===== src/rtl/tone_div_pkg.sv =====
// -----------------------------------------------------------------------------
// tone_div_pkg
// Shared definitions for the tone divider calculator:
//   - octave codes presented by music_example
//   - FSM state encoding used by tone_div_calc
//   - default system clock rate used as the dividend constant
// -----------------------------------------------------------------------------
package tone_div_pkg;

    localparam int CLK_HZ_DEFAULT = 50000000;

    localparam logic [2:0] OCT_DOWN = 3'd1;
    localparam logic [2:0] OCT_NOM  = 3'd2;
    localparam logic [2:0] OCT_UP   = 3'd3;

    typedef enum logic [2:0] {
        IDLE,
        START,
        DIV_L,
        DIV_R,
        UPDATE
    } state_t;

endpackage


===== src/rtl/seq_divider.sv =====
// -----------------------------------------------------------------------------
// seq_divider
// Restoring divider producing one quotient bit per clock, MSB first.
// The start cycle already performs the first iteration, so the quotient is
// complete DVD_W edges after start and done pulses in the following cycle.
//
// Ports:
//   clk, rst     system clock, synchronous active-high reset
//   start        load operands and run the first iteration
//   dividend     DVD_W-bit dividend (sampled on start)
//   divisor      DSR_W-bit divisor (sampled on start)
//   quotient     DVD_W-bit result, valid while done is high and until next start
//   div_zero     divisor was zero for the current/last operation
//   done         one-cycle pulse once the quotient is complete
// -----------------------------------------------------------------------------
module seq_divider #(
    parameter int DVD_W = 26,
    parameter int DSR_W = 33
) (
    input  logic             clk,
    input  logic             rst,
    input  logic             start,
    input  logic [DVD_W-1:0] dividend,
    input  logic [DSR_W-1:0] divisor,
    output logic [DVD_W-1:0] quotient,
    output logic             div_zero,
    output logic             done
);

    localparam int               CNT_W     = $clog2(DVD_W + 1);
    localparam logic [CNT_W-1:0] ITER_LAST = CNT_W'(DVD_W - 1);
    localparam logic [CNT_W-1:0] CNT_ONE   = CNT_W'(1);

    logic [DSR_W-1:0] rem_q, dsr_q;
    logic [DSR_W-1:0] src_rem, src_dsr, rem_nxt;
    logic [DVD_W-1:0] quo_q, src_quo, quo_nxt;
    logic [DSR_W:0]   rem_shift;
    logic [CNT_W-1:0] cnt_q;
    logic             run_q, dz_q, done_q;
    logic             fits;

    // One restoring step. On start the step works straight from the new
    // operands so no separate load cycle is needed.
    always_comb begin
        src_rem   = start ? '0       : rem_q;
        src_quo   = start ? dividend : quo_q;
        src_dsr   = start ? divisor  : dsr_q;
        rem_shift = {src_rem, src_quo[DVD_W-1]};
        fits      = (rem_shift >= {1'b0, src_dsr});
        rem_nxt   = fits ? DSR_W'(rem_shift - {1'b0, src_dsr}) : rem_shift[DSR_W-1:0];
        quo_nxt   = {src_quo[DVD_W-2:0], fits};
    end

    // Iteration counter and working registers; done fires after the last bit.
    always_ff @(posedge clk) begin
        if (rst) begin
            rem_q  <= '0;
            quo_q  <= '0;
            dsr_q  <= '0;
            cnt_q  <= '0;
            run_q  <= 1'b0;
            dz_q   <= 1'b0;
            done_q <= 1'b0;
        end else begin
            done_q <= 1'b0;
            if (start) begin
                rem_q <= rem_nxt;
                quo_q <= quo_nxt;
                dsr_q <= divisor;
                dz_q  <= (divisor == '0);
                cnt_q <= ITER_LAST;
                run_q <= 1'b1;
            end else if (run_q) begin
                rem_q <= rem_nxt;
                quo_q <= quo_nxt;
                cnt_q <= cnt_q - CNT_ONE;
                if (cnt_q == CNT_ONE) begin
                    run_q  <= 1'b0;
                    done_q <= 1'b1;
                end
            end
        end
    end

    assign quotient = quo_q;
    assign div_zero = dz_q;
    assign done     = done_q;

endmodule


===== src/rtl/tone_div_calc.sv =====
// -----------------------------------------------------------------------------
// tone_div_calc
// Sequential CLK_HZ / freq stage feeding note_gen. Scales each raw tone by the
// octave code, divides the clock rate by it with one shared seq_divider (left
// then right), and updates both divider outputs together.
//
// Optional feature macro: TONE_DIV_ROUND_EN
//   defined   -> dividend = CLK_HZ + divisor/2 (round to nearest)
//   undefined -> dividend = CLK_HZ (truncate)
//
// Ports:
//   clk, rst        system clock, synchronous active-high reset
//   tone_l, tone_r  raw left/right frequencies in Hz
//   octave          1 = down one octave, 3 = up one octave, else nominal
//   note_div_left   left divider value (saturates at all ones)
//   note_div_right  right divider value (saturates at all ones)
//   busy            computation in progress
//   div_valid       one-cycle pulse when both outputs update
// -----------------------------------------------------------------------------
module tone_div_calc
    import tone_div_pkg::*;
#(
    parameter int CLK_HZ = CLK_HZ_DEFAULT,
    parameter int FREQ_W = 32,
    parameter int DVD_W  = 26,
    parameter int DIV_W  = 22
) (
    input  logic              clk,
    input  logic              rst,
    input  logic [FREQ_W-1:0] tone_l,
    input  logic [FREQ_W-1:0] tone_r,
    input  logic [2:0]        octave,
    output logic [DIV_W-1:0]  note_div_left,
    output logic [DIV_W-1:0]  note_div_right,
    output logic              busy,
    output logic              div_valid
);

    localparam int DSR_W = FREQ_W + 1;

    state_t state, state_nxt;

    logic [FREQ_W-1:0] tone_l_q, tone_r_q;
    logic [2:0]        octave_q;
    logic              pending;

    logic [DSR_W-1:0]  dsr_l_live, dsr_r_live, div_r_q, div_divisor;
    logic [DVD_W-1:0]  div_dividend, div_quotient;
    logic              div_zero, div_done, div_start;
    logic              latch_inputs, use_left, cap_l, cap_r, do_update;
    logic [DIV_W-1:0]  res_l_q, res_r_q, chan_result;

    function automatic logic [DSR_W-1:0] scale_tone(input logic [FREQ_W-1:0] tone,
                                                    input logic [2:0]        oct);
        case (oct)
            OCT_DOWN: return {2'b00, tone[FREQ_W-1:1]};
            OCT_UP:   return {tone, 1'b0};
            OCT_NOM:  return {1'b0, tone};
            default:  return {1'b0, tone};
        endcase
    endfunction

    function automatic logic [DIV_W-1:0] saturate(input logic [DVD_W-1:0] q,
                                                  input logic             dz);
        if (dz || ((q >> DIV_W) != '0)) return '1;
        return q[DIV_W-1:0];
    endfunction

    assign dsr_l_live  = scale_tone(tone_l, octave);
    assign dsr_r_live  = scale_tone(tone_r, octave);
    assign pending     = (tone_l != tone_l_q) || (tone_r != tone_r_q) || (octave != octave_q);
    assign div_divisor = use_left ? dsr_l_live : div_r_q;

`ifdef TONE_DIV_ROUND_EN
    // A large divisor can push CLK_HZ + divisor/2 past the DVD_W-bit dividend.
    // The true quotient is then 0 or 1, decided directly instead of dividing.
    logic [DSR_W:0] round_sum;
    logic           ovf_live, one_live, ovf_q, one_q;

    always_comb begin
        round_sum    = (DSR_W+1)'(CLK_HZ) + {1'b0, div_divisor >> 1};
        div_dividend = round_sum[DVD_W-1:0];
        ovf_live     = |round_sum[DSR_W:DVD_W];
        one_live     = ({1'b0, div_divisor} <= (DSR_W+1)'(2 * CLK_HZ));
        chan_result  = ovf_q ? {{(DIV_W-1){1'b0}}, one_q} : saturate(div_quotient, div_zero);
    end

    always_ff @(posedge clk) begin
        if (rst) begin
            ovf_q <= 1'b0;
            one_q <= 1'b0;
        end else if (div_start) begin
            ovf_q <= ovf_live;
            one_q <= one_live;
        end
    end
`else
    assign div_dividend = DVD_W'(CLK_HZ);
    assign chan_result  = saturate(div_quotient, div_zero);
`endif

    seq_divider #(
        .DVD_W (DVD_W),
        .DSR_W (DSR_W)
    ) u_div (
        .clk      (clk),
        .rst      (rst),
        .start    (div_start),
        .dividend (div_dividend),
        .divisor  (div_divisor),
        .quotient (div_quotient),
        .div_zero (div_zero),
        .done     (div_done)
    );

    // State register; reset lands in START so a computation always follows.
    always_ff @(posedge clk) begin
        if (rst) state <= START;
        else     state <= state_nxt;
    end

    // Next state and datapath strobes. The right division is launched in the
    // same cycle the left quotient is captured, keeping each phase DVD_W long.
    always_comb begin
        state_nxt    = state;
        div_start    = 1'b0;
        use_left     = 1'b0;
        latch_inputs = 1'b0;
        cap_l        = 1'b0;
        cap_r        = 1'b0;
        do_update    = 1'b0;
        case (state)
            IDLE: begin
                if (pending) state_nxt = START;
            end
            START: begin
                latch_inputs = 1'b1;
                div_start    = 1'b1;
                use_left     = 1'b1;
                state_nxt    = DIV_L;
            end
            DIV_L: begin
                if (div_done) begin
                    cap_l     = 1'b1;
                    div_start = 1'b1;
                    state_nxt = DIV_R;
                end
            end
            DIV_R: begin
                if (div_done) begin
                    cap_r     = 1'b1;
                    state_nxt = UPDATE;
                end
            end
            UPDATE: begin
                do_update = 1'b1;
                state_nxt = IDLE;
            end
            default: state_nxt = IDLE;
        endcase
    end

    // Input copies, per-channel results and the outputs presented to note_gen.
    always_ff @(posedge clk) begin
        if (rst) begin
            tone_l_q       <= '0;
            tone_r_q       <= '0;
            octave_q       <= '0;
            div_r_q        <= '0;
            res_l_q        <= '0;
            res_r_q        <= '0;
            note_div_left  <= '0;
            note_div_right <= '0;
            busy           <= 1'b0;
            div_valid      <= 1'b0;
        end else begin
            div_valid <= 1'b0;
            if (latch_inputs) begin
                tone_l_q <= tone_l;
                tone_r_q <= tone_r;
                octave_q <= octave;
                div_r_q  <= dsr_r_live;
                busy     <= 1'b1;
            end
            if (cap_l) res_l_q <= chan_result;
            if (cap_r) res_r_q <= chan_result;
            if (do_update) begin
                note_div_left  <= res_l_q;
                note_div_right <= res_r_q;
                div_valid      <= 1'b1;
                busy           <= 1'b0;
            end
        end
    end

endmodule


===== config.mk =====
export PLATFORM = sky130hd
export DESIGN_NAME = tone_div_calc
export DESIGN_NICKNAME = d
export VERILOG_FILES = /design/src/rtl/tone_div_pkg.sv /design/src/rtl/seq_divider.sv /design/src/rtl/tone_div_calc.sv
export SDC_FILE = /design/constraint.sdc
export NUM_CORES = 1
export LEC_CHECK = 0
export CELL_PAD_IN_SITES_DETAIL_PLACEMENT = 0
export CELL_PAD_IN_SITES_GLOBAL_PLACEMENT = 1
export CORE_ASPECT_RATIO = 1.2
export CORE_MARGIN = 2
export CORE_UTILIZATION = 40
export CTS_BUF_LIST = sky130_fd_sc_hd__clkbuf_16
export DETAILED_ROUTE_END_ITERATION = 10
export DONT_BUFFER_PORTS = 1
export PLACE_DENSITY = 0.78
export SYNTH_ARGS = -nofsm -noshare
export SYNTH_HDL_FRONTEND = slang
export SYNTH_HIERARCHICAL = 1
export SYNTH_SLANG_ARGS = --single-unit

===== constraint.sdc =====
create_clock -name clk -period 13.4 [get_ports clk]
set_clock_uncertainty 0.2 [all_clocks]
set_input_delay 1.34 -clock clk [delete_from_list [all_inputs] [get_ports clk]]
set_output_delay 1.34 -clock clk [all_outputs]
set_load 0.05 [all_outputs]

* Word-level counts from Yosys, hierarchy flattened
Index checks and enable logic that the tools add are counted.
W data, S select, Z words.
** Cells by class
- $add $sub $neg :: 2
- Order comparisons :: 1
- Equal/unequal tests :: 13
- Mux-type cells :: 31
- Bitwise operators :: 1
- Reductions and logical operators :: 11
** Operator list (count)
- $mux W33 :: 6
- $pmux W33 S2 :: 2
- $mux W26 :: 3
- $ne A32 B32 Y1 :: 2
- $mux W22 :: 2
- $ge A34 B33 Y1 :: 1
- $logic_not A33 Y1 :: 1
- $sub A33 B33 Y33 :: 1
- $reduce_bool A26 Y1 :: 1
- $pmux W3 S4 :: 1
- $mux W1 :: 11
- $mux W5 :: 2
- $eq A3 B2 Y1 const B :: 3
- $mux W3 :: 3
- $eq A3 B1 Y1 const B :: 2
- $eq A5 B1 Y1 const B :: 1
- $sub A5 B1 Y5 const B :: 1
- $ne A2 B1 Y1 const B :: 2
- $reduce_or A2 Y1 :: 2
- $eq A3 B3 Y1 const B :: 1
- $logic_not A3 Y1 :: 1
- $logic_or A1 B1 Y1 :: 3
- $ne A3 B3 Y1 :: 1
- $reduce_and A3 Y1 :: 1
- 5 further kinds :: 5
** Storage, ports and cells
- Flip-flop bits (word level) :: 293
- Input bits :: 69
- Output and inout bits :: 46
- Logic and storage cells :: 78

* Logic depth before layout (Yosys ltp)
- Word-level depth :: 8
- Mapped depth :: 21
- Mapped depth without buffers :: 16

* Modules after synthesis
The synthesis kept the hierarchy.
** By module, submodules not included
- tone_div_calc :: times used 1, cells each 1047, area an instance 8672.1 µm², sequential area each 3863.7 µm²
- seq_divider :: times used 1, cells each 797, area an instance 6379.9 µm², sequential area each 2001.9 µm²

* Worst setup path after synthesis
No wires, ideal clock.
- Kind :: input -> register
- Start point :: input port octave[0]
- End point :: register u_div.rem_q[28]
- Library setup time :: 58 ps
- Arrival time :: 4591 ps
- Data required time :: 13142 ps
- Path slack :: 8551 ps
- Stages on the path :: 19
- Path buffers :: 4
- Cells stage by stage :: nor2b_1 > buf_2 > buf_2 > buf_2 > o21ai_0 > a21oi_1 > mux2_2 > ha_1 > inv_1 > fa_1 > a21oi_1 > o221ai_1 > o211a_2 > o311ai_4 > a31o_4 > buf_6 > nand2_1 > a2111oi_0 > a21o_1
** Between the ends
- Cells in the longest elaborated chain, start to end :: 8
- Elaborated cells between the ends (all ways) :: 10
- Those cells by class :: 1 x add/sub; 1 x order compare; 2 x eq/ne; 6 x mux
** Ends and longest elaborated chain
- start: declaration :: RTL line tone_div_calc.sv:32 : input logic [2:0] octave,
- $eq A3 B2 Y1 or $eq A3 B1 Y1 (tied branches) :: RTL line tone_div_calc.sv:55 : case (oct)
- $pmux W33 S2 (*) :: RTL line tone_div_calc.sv:55
- $mux W33 (*) :: RTL line tone_div_calc.sv:72 : assign div_divisor = use_left ? dsr_l_live : div_r_q;
- via div_divisor[0] :: RTL line tone_div_calc.sv:47 : logic [DSR_W-1:0] dsr_l_live, dsr_r_live, div_r_q, div_divisor;
- $mux W33 (*) :: RTL line seq_divider.sv:47 : src_dsr = start ? divisor : dsr_q;
- via u_div.src_dsr[0] :: RTL line seq_divider.sv:35 : logic [DSR_W-1:0] src_rem, src_dsr, rem_nxt;
- $sub A33 B33 Y33 or $ge A34 B33 Y1 (tied branches) :: RTL line seq_divider.sv:50, seq_divider.sv:49
- $mux W33 (*) :: RTL line seq_divider.sv:50 : rem_nxt = fits ? DSR_W'(rem_shift - {1'b0, src_dsr}) : rem_shift[DSR_W-1:0];
- $mux W33 :: RTL line seq_divider.sv:73 : end else if (run_q) begin
- $mux W33 (*) :: RTL line seq_divider.sv:66 : if (start) begin
- end signal: assignment :: RTL line seq_divider.sv:67 : rem_q <= rem_nxt;
- end signal: assignment :: RTL line seq_divider.sv:74 : rem_q <= rem_nxt;
- end: declaration :: RTL line seq_divider.sv:34 : logic [DSR_W-1:0] rem_q, dsr_q;
Mark *: on every way through the listed nets, which the timed path passes. The rest lies on a longest branch. The select of a mux whose other input is x is not followed.
A chain may end at the register's enable or synchronous reset.

* Worst setup path after layout
- Start point :: register state[1]
- End point :: register u_div.rem_q[32]
** Between the ends
- Elaborated cells between the ends (all ways) :: 14
- Those cells by class :: 1 x add/sub; 1 x order compare; 2 x eq/ne; 9 x mux; 1 x reduce/logical
** RTL lines
- start: declaration :: RTL line tone_div_calc.sv:41 : state_t state, state_nxt;
- start signal: assignment :: RTL line tone_div_calc.sv:119 : else state <= state_nxt;
- $eq A3 B2 Y1 or $eq A3 B1 Y1 (tied branches) :: RTL line tone_div_calc.sv:132 : case (state)
- $pmux W1 S2 (*) :: RTL line tone_div_calc.sv:132
- via div_start :: RTL line tone_div_calc.sv:49 : logic div_zero, div_done, div_start;
- $mux W33 (*) :: RTL line seq_divider.sv:47
- via u_div.src_dsr[0] :: RTL line seq_divider.sv:35
- $sub A33 B33 Y33 or $ge A34 B33 Y1 (tied branches) :: RTL line seq_divider.sv:50, seq_divider.sv:49
- $mux W33 (*) :: RTL line seq_divider.sv:50
- $mux W33 :: RTL line seq_divider.sv:73
- $mux W33 (*) :: RTL line seq_divider.sv:66
Marks and branches as above.

==> out/results.ini <==
[power_and_ir_drop]
powerDensity_nw_per_um2=198.7
p_int_mw=1.997
comb_power_share=0.408
clock_power_share=0.273
switching_share=0.3827
finalPower_mw=3.235
switchingPower_mw=1.238
power_frac_seq=0.319
vdd_drop_max_uv=83.45
leakagePower_nw=6.248

[worst_setup_path]
reg2reg_from=state[1]
critPathKind=reg -> reg
cp-startpoint=state[1]
cp_max_fo=64
worstPathArrival_ns=6.30
rrSetupSlack_ns=7.39
start_kind=register
critPathCaptureType=register
required_ns=13.69

[finish]
nets=1879
drive_gt1_frac=0.04947
fillers=3679
n_antenna_cell=0
syn2layout_area_growth_pct=8.155
final_util=0.4400

[yosys]
synth_common_cells=dfxtp_1, nand2_1, nor2_1
synth_seq_cells=293
synth-main-ff-cell=dfxtp_1
synth.most_common_cell=dfxtp_1
synth_area_um2=15050
avgSynthCellArea_um2=8.163
ys_seq_area_frac=0.3897
synth_edf_count=0
ys_types=75
synthArstFlopShare=0
netlist_instances=1844
yosys_warnings=6
yosys-top-cells-area=dfxtp_1, mux2i_1, a21oi_1
synth_top_area_frac=0.3897
synth_top_area_cell=dfxtp_1

[global_routing]
grt_usage=0.2033
grt_pass1_wl_mm=65.50
antenna_found_initial=0
overflow=0
grt_max_degree=245
grt_pass1_vias=11791

[floorplanning]
coreArea_um2=37000
die_h_um=216.5
initial_core_util=0.4069
rows=77
die_width_um=181.1
die_area_um2=39200
ios=115

[worst_hold_path]
hp-start=u_div/rem_q[0]
hp-class=reg -> reg

[sta]
maxSlewViolCount=0
rsz0062_at_grt=false
max_slew_margin=0.1769
whs_ns=0.2463
period_minus_slack_ns=6.014
tns_ns=0
period_share=0.4488
tightest_slew_ns=1.232
max_freq_mhz=166.3
setup_violations=0
hold_viol_final=0

[clock_network]
insertion_delay_ns=0.57
clockBufferDepth=3
cts_hold_buf=0
tritoncts=yes
htree_num_levels=1
cts_root_buffer=clkbuf_16
post_cts_resized=0
cts_buffers=31
clk_pin_slew_ns=0.07
cts_setup_buffers=0
cts_sinks=293

[drt]
wl_per_cell_um=18.04
drc=0
wl_mm=41.00
via_count=12639
first_iter_violations=901
viasPerCell=5.560
antenna_left=0
first_pass_iters=5

[place]
port_buffers=0
dp_hpwl_mm=27.62
place_congestion=0.8663

[run]
max-cap-violations=0

[status]
status=finished, final reports clean

-- sequential cells by signal, summed over array words and instances, names as in the netlist --
| name | flops |
|---|---|
| u_div/quotient | 26 |
| div_r_q | 33 |
| div_valid | 1 |
| tone_l_q | 32 |
| note_div_right | 22 |
| res_r_q | 22 |
| busy | 1 |
| u_div/run_q | 1 |
| note_div_left | 22 |
| u_div/cnt_q | 5 |
| res_l_q | 22 |
| u_div/dsr_q | 33 |
| u_div/done | 1 |
| u_div/rem_q | 33 |
| state | 3 |
| tone_r_q | 32 |
| octave_q | 3 |
| u_div/div_zero | 1 |
-- per-layer routing --
| metal | track usage | wire (µm) | up-vias |
|---|---|---|---|
| met5 | 0 | 0 | - |
| met4 | 0.05176 | 743 | 0 |
| met3 | 0.03159 | 2515 | 50 |
| met2 | 0.3441 | 19460 | 317 |
| met1 | 0.2706 | 18280 | 5941 |
| li1 | - | - | 6331 |
-- worst paths after layout --
kind / end / depth (start not counted)
max: u_div/rem_q[32] / 16
max reg2reg: u_div/rem_q[32] / 16
min reg2reg: u_div/rem_q[0] / 2
min: u_div/rem_q[0] / 2
-- per-stage QoR --
step | setup WS [ns] | cell area [µm²] | std cells
5_1_grt | 6.830 | 16280 | 2273
3_5_place_dp | 7.400 | 15230 | 2215
4_1_cts | 7.370 | 16280 | 2273
2_1_floorplan | 8.551 | 15140 | 1868
6_report | 7.386 | 16280 | 2273
3_3_place_gp | 7.464 | 15230 | 2215
-- worst max-delay path, stage by stage, from the launching register on --
cell and delay [ns]:
dfxtp_1 0.47, nand2_1 0.18, nor3_4 0.13, buf_4 0.40
or2_4 0.62, buf_4 0.81, mux2_2 0.43, ha_1 0.21
inv_1 0.07, fa_1 0.20, a21oi_1 0.11, o221ai_1 0.23
o211a_2 0.32, o311ai_4 0.13, a31oi_4 0.73, nand2_1 0.36
o22ai_1 0.26
-- power by group through the flow --
stage               sequential [mW]  combinational [mW]  clock (mW)
finish                         1.03                1.32       0.883
CTS                            1.03                1.31       0.904
global route                   1.04                1.45       0.940
detailed placement             1.05                1.30           0
global placement               1.05                1.30           0
floorplan                      1.03                1.07           0
-- layout make-up --
type | count | area [µm²] | area share
clock buffers | 31 | 775.7 | 0.04765
clock inverters | 27 | 272.8 | 0.01676
inverters | 24 | 90.09 | 0.005534
multi-input cells | 1415 | 8613 | 0.5291
flip-flops and latches | 293 | 5867 | 0.3604
well taps | 474 | 593.1 | 0.03643
repair buffers | 9 | 67.56 | 0.004150
-- cells by family (layout without fill, tap and decap cells) --
group,Yosys count,after routing,synth area share
AND/OR/NAND/NOR,651,651,0.1878
XOR/XNOR,91,91,0.05295
AO/OA/AOI/OAI,489,489,0.2111
other,2,26,0.0004989
adder cells (fa/ha/maj),36,36,0.03042
flip-flops,293,293,0.3897
buffers and inverters,160,91,0.04622
multiplexers,122,122,0.08138
-- layout by cell type (no fill, tap or decap), types with 4 or more instances in the layout --
cell,instances
a211o_1,4
mux2i_1,119
clkbuf_16,31
inv_1,24
xor2_1,22
o31ai_1,6
a311oi_1,10
o211ai_1,38
nand2b_1,4
a21o_1,13
o21ai_1,20
nand4_1,27
clkinv_1,6
nand2_1,262
o22ai_1,11
nor4_1,15
nor3_1,17
nand3_1,9
dfxtp_1,292
o21ai_0,36
buf_4,9
a211oi_1,56
conb_1,26
clkinv_2,8
a22o_1,44
ha_1,35
clkinvlp_4,4
and3_1,13
nor2b_1,33
nor2_1,242
xnor2_1,69
a21oi_1,203
a31oi_1,5
o21a_1,4
o21bai_1,5
bufinv_16,5
Power figures use the tool's default switching activity.
